[src/rtl/tile_ram_write_scheduler.sv]
// tile_ram_write_scheduler
//
// Drives the write port of the tile-map RAM that pixel_drawer reads. Two
// requesters share the port: A (game logic, board marks) and B
// (cursor/overlay highlight tiles). A built-in sequencer fills the whole
// screen with CLEAR_CODE. When GATE_WINDOW=1, writes happen only while
// window_i (vertical blank) is high, so the visible frame never tears.
//
// Ports:
//   clk_i         write-side clock
//   rst_i         asynchronous, active-high reset
//   window_i      write window (vertical blank from vga_sync)
//   clear_req_i   single-cycle pulse, start a clear
//   req_a_i       requester A write request (level, held until ack)
//   addr_a_i      requester A tile address
//   data_a_i      requester A tile code
//   ack_a_o       one-cycle acknowledge to A
//   req_b_i       requester B write request (level, held until ack)
//   addr_b_i      requester B tile address
//   data_b_i      requester B tile code
//   ack_b_o       one-cycle acknowledge to B
//   write_addr_o  RAM write address
//   data_o        RAM write data
//   we_o          RAM write enable
//   busy_o        clear in progress
//   clear_done_o  one-cycle pulse when a clear finishes
module tile_ram_write_scheduler #(
    parameter int unsigned RAM_DATA_WIDTH = 7,
    parameter int unsigned RAM_ADDR_WIDTH = 9,
    parameter int unsigned TILE_COUNT     = 300,
    parameter int unsigned CLEAR_CODE     = 0,
    parameter int unsigned GATE_WINDOW    = 1
) (
    input  logic                      clk_i,
    input  logic                      rst_i,
    input  logic                      window_i,
    input  logic                      clear_req_i,
    input  logic                      req_a_i,
    input  logic [RAM_ADDR_WIDTH-1:0] addr_a_i,
    input  logic [RAM_DATA_WIDTH-1:0] data_a_i,
    output logic                      ack_a_o,
    input  logic                      req_b_i,
    input  logic [RAM_ADDR_WIDTH-1:0] addr_b_i,
    input  logic [RAM_DATA_WIDTH-1:0] data_b_i,
    output logic                      ack_b_o,
    output logic [RAM_ADDR_WIDTH-1:0] write_addr_o,
    output logic [RAM_DATA_WIDTH-1:0] data_o,
    output logic                      we_o,
    output logic                      busy_o,
    output logic                      clear_done_o
);

    localparam logic [RAM_ADDR_WIDTH-1:0] LAST_ADDR  = RAM_ADDR_WIDTH'(TILE_COUNT - 1);
    localparam logic [RAM_DATA_WIDTH-1:0] CLEAR_DATA = RAM_DATA_WIDTH'(CLEAR_CODE);

    typedef enum logic { IDLE, CLEAR } state_t;
    typedef enum logic { GRANT_A, GRANT_B } grant_t;

    state_t                    state_q, state_d;
    grant_t                    last_q, last_d;
    logic [RAM_ADDR_WIDTH-1:0] cnt_q, cnt_d;
    logic                      fin_q, fin_d;

    logic                      we_d, ack_a_d, ack_b_d, busy_d, done_d;
    logic [RAM_ADDR_WIDTH-1:0] addr_d;
    logic [RAM_DATA_WIDTH-1:0] data_d;

    logic win;
    logic elig_a, elig_b, pick_a;

    assign win = (GATE_WINDOW != 0) ? window_i : 1'b1;

    // A requester still showing its ack this cycle is about to drop or
    // change its request, so it must not be granted a second time.
    assign elig_a = req_a_i && !ack_a_o;
    assign elig_b = req_b_i && !ack_b_o;
    assign pick_a = elig_a && (!elig_b || (last_q == GRANT_B));

    always_ff @(posedge clk_i or posedge rst_i) begin
        if (rst_i) begin
            state_q      <= IDLE;
            last_q       <= GRANT_B;
            cnt_q        <= '0;
            fin_q        <= 1'b0;
            we_o         <= 1'b0;
            write_addr_o <= '0;
            data_o       <= '0;
            ack_a_o      <= 1'b0;
            ack_b_o      <= 1'b0;
            busy_o       <= 1'b0;
            clear_done_o <= 1'b0;
        end else begin
            state_q      <= state_d;
            last_q       <= last_d;
            cnt_q        <= cnt_d;
            fin_q        <= fin_d;
            we_o         <= we_d;
            write_addr_o <= addr_d;
            data_o       <= data_d;
            ack_a_o      <= ack_a_d;
            ack_b_o      <= ack_b_d;
            busy_o       <= busy_d;
            clear_done_o <= done_d;
        end
    end

    always_comb begin
        state_d = state_q;
        last_d  = last_q;
        cnt_d   = cnt_q;
        fin_d   = fin_q;
        we_d    = 1'b0;
        addr_d  = write_addr_o;
        data_d  = data_o;
        ack_a_d = 1'b0;
        ack_b_d = 1'b0;
        busy_d  = busy_o;
        done_d  = 1'b0;

        case (state_q)
            IDLE: begin
                busy_d = 1'b0;
                if (clear_req_i) begin
                    state_d = CLEAR;
                    busy_d  = 1'b1;
                    cnt_d   = '0;
                    fin_d   = 1'b0;
                end else if (win && (elig_a || elig_b)) begin
                    we_d = 1'b1;
                    if (pick_a) begin
                        addr_d  = addr_a_i;
                        data_d  = data_a_i;
                        ack_a_d = 1'b1;
                        last_d  = GRANT_A;
                    end else begin
                        addr_d  = addr_b_i;
                        data_d  = data_b_i;
                        ack_b_d = 1'b1;
                        last_d  = GRANT_B;
                    end
                end
            end
            CLEAR: begin
                busy_d = 1'b1;
                // fin_q marks that the last tile was written on the previous
                // edge; busy stays high through that write and drops together
                // with the done pulse. This also avoids relying on the counter
                // reaching TILE_COUNT, which may not fit when it is 2^width.
                if (fin_q) begin
                    state_d = IDLE;
                    busy_d  = 1'b0;
                    done_d  = 1'b1;
                    fin_d   = 1'b0;
                end else if (win) begin
                    we_d   = 1'b1;
                    addr_d = cnt_q;
                    data_d = CLEAR_DATA;
                    cnt_d  = cnt_q + 1'b1;
                    if (cnt_q == LAST_ADDR) begin
                        fin_d = 1'b1;
                    end
                end
            end
            default: begin
                state_d = IDLE;
            end
        endcase
    end

endmodule

[config.mk]
export PLATFORM = sky130hd
export DESIGN_NAME = tile_ram_write_scheduler
export DESIGN_NICKNAME = d
export VERILOG_FILES = /design/src/rtl/tile_ram_write_scheduler.sv
export SDC_FILE = /design/constraint.sdc
export NUM_CORES = 1
export LEC_CHECK = 0
export CORE_MARGIN = 3
export CORE_UTILIZATION = 31
export CTS_BUF_LIST = sky130_fd_sc_hd__clkbuf_4 sky130_fd_sc_hd__clkbuf_8
export DETAILED_ROUTE_END_ITERATION = 10
export PLACE_DENSITY = 0.69
export SLEW_MARGIN = 15
export SYNTH_ARGS = -nofsm -noshare
export SYNTH_HDL_FRONTEND = slang
export SYNTH_SLANG_ARGS = --single-unit
[constraint.sdc]
create_clock -name clk_i -period 1.2 [get_ports clk_i]
set_input_delay 0.24 -clock clk_i [delete_from_list [all_inputs] [get_ports clk_i]]
set_output_delay 0.24 -clock clk_i [all_outputs]
set_load 0.03 [all_outputs]
After elaboration in Yosys (flattened, before gate mapping)
Index checks and enable logic that the tools add are counted.
{ "totals": {"register_bits": 32, "latch_bits": 0, "ram_bits": 0, "romBits": 0, "inputBits": 38, "output_inout_bits": 21, "elab_cells": 70, "mem_count": 0} }
{ "classes": {"n_addsub": 1, "n_mul": 0, "n_div": 0, "n_lt_le_gt_ge": 0, "eq_ne": 6, "shifts": 0, "mux": 39, "bitwise": 2, "reduce_logical": 12} }
{ "ops": {"columns": ["op", "n"], "rows": [
  ["2-to-1 mux 9 bit", 8],
  ["case mux 9 bit (2 select lines)", 2],
  ["2-to-1 mux 7 bit", 5],
  ["2-to-1 mux 1 bit", 20],
  ["case mux 7 bit (2 select lines)", 1],
  ["inequality test 2 bit (second input constant)", 5],
  ["adder 9 x 1 -> 9 bit (second input constant)", 1],
  ["== test 9 bit (second input constant)", 1],
  ["case mux 1 bit (2 select lines)", 3],
  ["AND reduction 3 bit", 2],
  ["logical AND 1 bit", 4],
  ["AND reduction 4 bit", 1],
  ["zero test 1 bit", 3],
  ["logical OR 1 bit", 2],
  ["NOT 1 bit", 2]
]} }

Longest topological paths before layout
{ "logic_depth": {"word_depth": 9, "mapped_depth": 5, "mapped_depth_nobuf": 4} }

Worst setup path after synthesis
OpenSTA, ideal clock, no wires.
{ "synth_timing": {"path_type": "flip-flop to flip-flop", "startpoint": "register state_q", "endpoint": "register cnt_q[8]", "setup_time_ns": 0.077, "t_arrival_ns": 1.460, "required_time_ns": 1.123, "path_slack_ns": -0.337, "stages_incl_launch_ff": 6, "n_path_buf": 1, "synth_period_minus_slack_ns": 1.537, "path_cell_list": "dfrtp_1 > and3b_1 > buf_4 > o211ai_2 > or3_1 > a21oi_1"} }
{ "synth_via": {"elab_chain_cells": 3, "word_cells_on_any_way": 6, "cone_classes": "eq/ne: 3; mux: 1; bitwise: 1; reduce/logical: 1"} }
{ "synth_rtl": {"columns": ["item", "line", "text"], "rows": [
  ["start, declared", "59", "state_t state_q, state_d;"],
  ["start signal, assigned", "93", "state_q <= state_d;"],
  ["NOT 1 bit (no line)", null, null],
  ["inequality test 2 bit (no line)", null, null],
  ["AND reduction 3 bit (no line)", null, null],
  ["end signal, assigned", "95", "cnt_q <= cnt_d;"],
  ["end, declared", "61", "logic [RAM_ADDR_WIDTH-1:0] cnt_q, cnt_d;"]
]} }
Several ways; a longest one is shown, not always the timed one.
A chain may end at the register's enable or synchronous reset.

Worst setup path after layout
{ "layout_timing": {"startpoint": "register ack_b_o", "endpoint": "register write_addr_o[5]"} }
{ "layout_via": {"elab_chain_cells": 9, "word_cells_on_any_way": 13, "cone_classes": "eq/ne: 1; mux: 4; reduce/logical: 8"} }
{ "layout_rtl": {"columns": ["item", "line", "text"], "rows": [
  ["start, declared", "45", "output logic ack_b_o,"],
  ["start signal, assigned", "101", "ack_b_o <= ack_b_d;"],
  ["zero test 1 bit *", "76", "assign elig_b = req_b_i && !ack_b_o;"],
  ["logical AND 1 bit *", "76", null],
  ["zero test 1 bit", "77", "assign pick_a = elig_a && (!elig_b || (last_q == GRANT_B));"],
  ["logical OR 1 bit", "77", null],
  ["logical AND 1 bit", "77", null],
  ["2-to-1 mux 9 bit", "130", "if (pick_a) begin"],
  ["2-to-1 mux 9 bit", "128", "end else if (win && (elig_a || elig_b)) begin"],
  ["2-to-1 mux 9 bit", "123", "if (clear_req_i) begin"],
  ["case mux 9 bit (2 select lines)", "120", "case (state_q)"],
  ["end signal, assigned", "98", "write_addr_o <= addr_d;"],
  ["end, declared", "46", "output logic [RAM_ADDR_WIDTH-1:0] write_addr_o,"]
]} }
Mark *: on every way between the ends. The rest lies on a longest branch, timed or not. The select of a mux whose other input is x is not followed.

==> flow_metrics.py <==
metrics = {
    "synth": {
        "async_reset_ff_share_pct": 100,
        "syn_nets": 204,
        "seq_area_frac_synth_pct": 51.1,
        "syn_avg_cell_area_um2": 9.52,
        "synth.area.top_cells": "dfrtp_1 (49%), nor2_1 (6.2%), nand3_1 (6.1%)",
        "synth_ff_type": "dfrtp_1",
        "ys_warn_count": 0,
        "syn_inst": 165,
        "yosysTopAreaCell": "dfrtp_1",
        "synth_cell_type_count": 32,
        "synth_edf_count": 0,
        "synth_seq_cells": 32,
        "synth_top_area_share_pct": 49.4,
        "synthesis.area_um2": 1570,
    },
    "routing": {
        "drt_wl_total_mm": 4.71,
        "first_iter_violations": 103,
        "vias": 1600,
        "routedWlPerCell_um": 14.7,
        "drcViolationCount": 0,
        "ant_nets": 0,
        "vias_per_cell": 5.00,
        "firstDrtPassIters": 4,
    },
    "place": {
        "globalplace.congestion": 0.824,
        "placed_cells": 308,
        "io_buffers": 58,
        "place_hpwl_mm": 3.32,
        "pre_cts_ws_ns": -0.576,
        "placed_cell_area_um2": 2420,
    },
    "floorplanning": {
        "die_w_um": 77.2,
        "coreArea_um2": 4820,
        "ioPinCount": 59,
        "start_util_pct": 32.6,
        "die-area_um2": 5960,
        "die_h_um": 77.2,
        "fp-row-count": 25,
    },
    "cts": {
        "clkTransAtPathRegs_ns": 0.06,
        "cts_buffer_depth": 2,
        "cts_tree": "yes",
        "clock_latency_ns": 0.28,
        "cts-root-buf": "clkbuf_8",
        "ctsHoldBuffers": 0,
        "cts.sinks": 32,
        "cts_buffers": 5,
        "htree_num_levels": 2,
    },
    "worst_setup_path": {
        "worstSetupStartpointType": "register",
        "crit_chain": "nor2b_2, o211a_1, buf_12, a21oi_1, o31ai_2",
        "path_class": "register to register",
        "critPathRequiredTime_ns": 1.39,
        "max_stage_delay_ns": 0.44,
        "end_kind": "register",
        "crit_arrival_ns": 1.59,
        "crit_fanout": 11,
        "cp_slowest_cell": "dfrtp_2",
    },
    "final_layout": {
        "num-fill-cells": 438,
        "diodes": 0,
        "top_regs": "cnt_q x9, write_addr_o x9, data_o x7",
        "syn2layout_area_growth_pct": 71.9,
        "layout.cells.non_filler": 320,
        "final_cell_mix": "clkdlybuf4s50_1 (34), buf_4 (34), dfrtp_1 (28), nor2_1 (20), nand3_1 (16)",
        "final_area_um2": 2700,
        "final_nets": 291,
        "drive_gt1_share_pct": 37.2,
    },
    "sta": {
        "tightest_slew_ns": 0.301,
        "fin_skew_ns": 0.00452,
        "max_slew_margin_pct": 79.9,
        "clock.fmax_ghz": 0.715,
        "hold-worst-slack_ns": 0.296,
        "maxSlewViolCount": 0,
        "finalHoldViolCount": 0,
        "final.setup.tns_ns": -3.43,
        "setup_violations": 28,
        "fin_crit_ns": 1.40,
        "rsz0062_at_grt": "true",
        "fin_crit_sh_pct": 117,
        "worst_slack_ns": -0.198,
    },
    "power_and_ir_drop": {
        "powerDensity_nw_per_um2": 1210,
        "leakage_uw": 0.00121,
        "peakVddDrop_mv": 0.584,
    },
    "global_routing": {
        "grt_overflow": 0,
        "grt_max_degree": 33,
        "grt_pass1_wl_mm": 7.31,
        "grt_pass1_vias": 1482,
        "antenna_found_initial": 0,
        "grt_util_all_layers_pct": 15.7,
    },
    "outcome": {
        "outcome": "finished with violations",
        "violations": "negative setup slack",
    },
    "flow_run": {
        "max-cap-violations": 0,
    },
    "worst_hold_path": {
        "hold_class": "input pin to asynchronous set/reset pin",
    },
}
-- synthesized netlist by cell type (all sizes together) (3+ instances only) --
library cell	instances
o31ai	8
a21oi	10
nor3	3
buf	5
nor2	27
xor2	4
clkbuf	3
dfrtp	31
mux2i	7
nand3	19
o21ai	12
or3	3
nor2b	3
nand2	9
-- routing by layer --
| metal | routed length (um) | GRT usage (%) | vias up | part of all wire, % |
|---|---|---|---|---|
| li1 | - | - | 763 | - |
| met1 | 2060 | 20.9 | 784 | 44 |
| met2 | 2350 | 23.7 | 46 | 50 |
| met3 | 202 | 3.40 | 7 | 4.3 |
| met4 | 90 | 8.54 | 0 | 1.9 |
| met5 | 0 | 0 | - | 0 |
-- cell families (layout without fill, tap and decap cells) --
kind of cell             count (synthesis)  after routing  share of synthesized area, %
AND/OR/NAND/NOR                         76             76                          24.0
AO/OA/AOI/OAI                           36             36                          14.7
flip-flops                              32             32                          51.1
buffers and inverters                    9             97                          2.71
multiplexers                             7              7                          4.46
XOR/XNOR                                 4              4                          2.23
adder cells (fa/ha/maj)                  1              1                         0.797
-- per-stage QoR --
stage	power [uW]	util [%]
after floorplan	1810	-
after global placement	2310	50.3
after detailed placement	2310	50.3
after CTS	3220	53.5
after global routing	3440	56.0
final	3270	56.0
-- path summary, 6_finish.rpt --
path                       depth (start not counted)         endpoint  slack (ns)             from
max reg2reg                                        5  write_addr_o[5]       -0.20          ack_b_o
max                                                5  write_addr_o[5]       -0.20          ack_b_o
min in group clk_i                                 3          ack_a_o        0.43          req_a_i
max in group asynchronous                          3           last_q        0.66            rst_i
min                                                3  write_addr_o[3]        0.30            rst_i
min reg2reg                                        2  write_addr_o[2]        0.50  write_addr_o[2]
-- repair_timing --
| action | CTS | global route |
|---|---|---|
| cloned | 1 | 1 |
| pin swaps | 11 | 21 |
| buffers inserted | 2 | 3 |
| resized for setup | 20 | 30 |
| endpoints found under the setup margin | 26 | 32 |
-- report_power, final --
part | leakage (uW) | internal [uW] | switching, uW
logic | 0.000741 | 517 | 547
clock network | 0.0000523 | 512 | 381
registers | 0.000415 | 1240 | 81.6
-- worst max-delay path, delay by kind of cell, from the launching register on --
family,cells,cell delay (ns)
buffers and inverters,1,0.13
AOI/OAI and AO/OA,3,0.51
and+or+nand+nor,1,0.23
DFF,1,0.44
-- final cells by class --
cell class	instances	area, um2	area share, %
repair buffers	88	848	31.4
flip-flops and latches	32	806	29.9
multi-input cells	124	860	31.8
well taps	67	83.8	3.11
clock buffers	8	97.6	3.62
inverters	1	3.75	0.139
(Power assumes the default switching activity.)
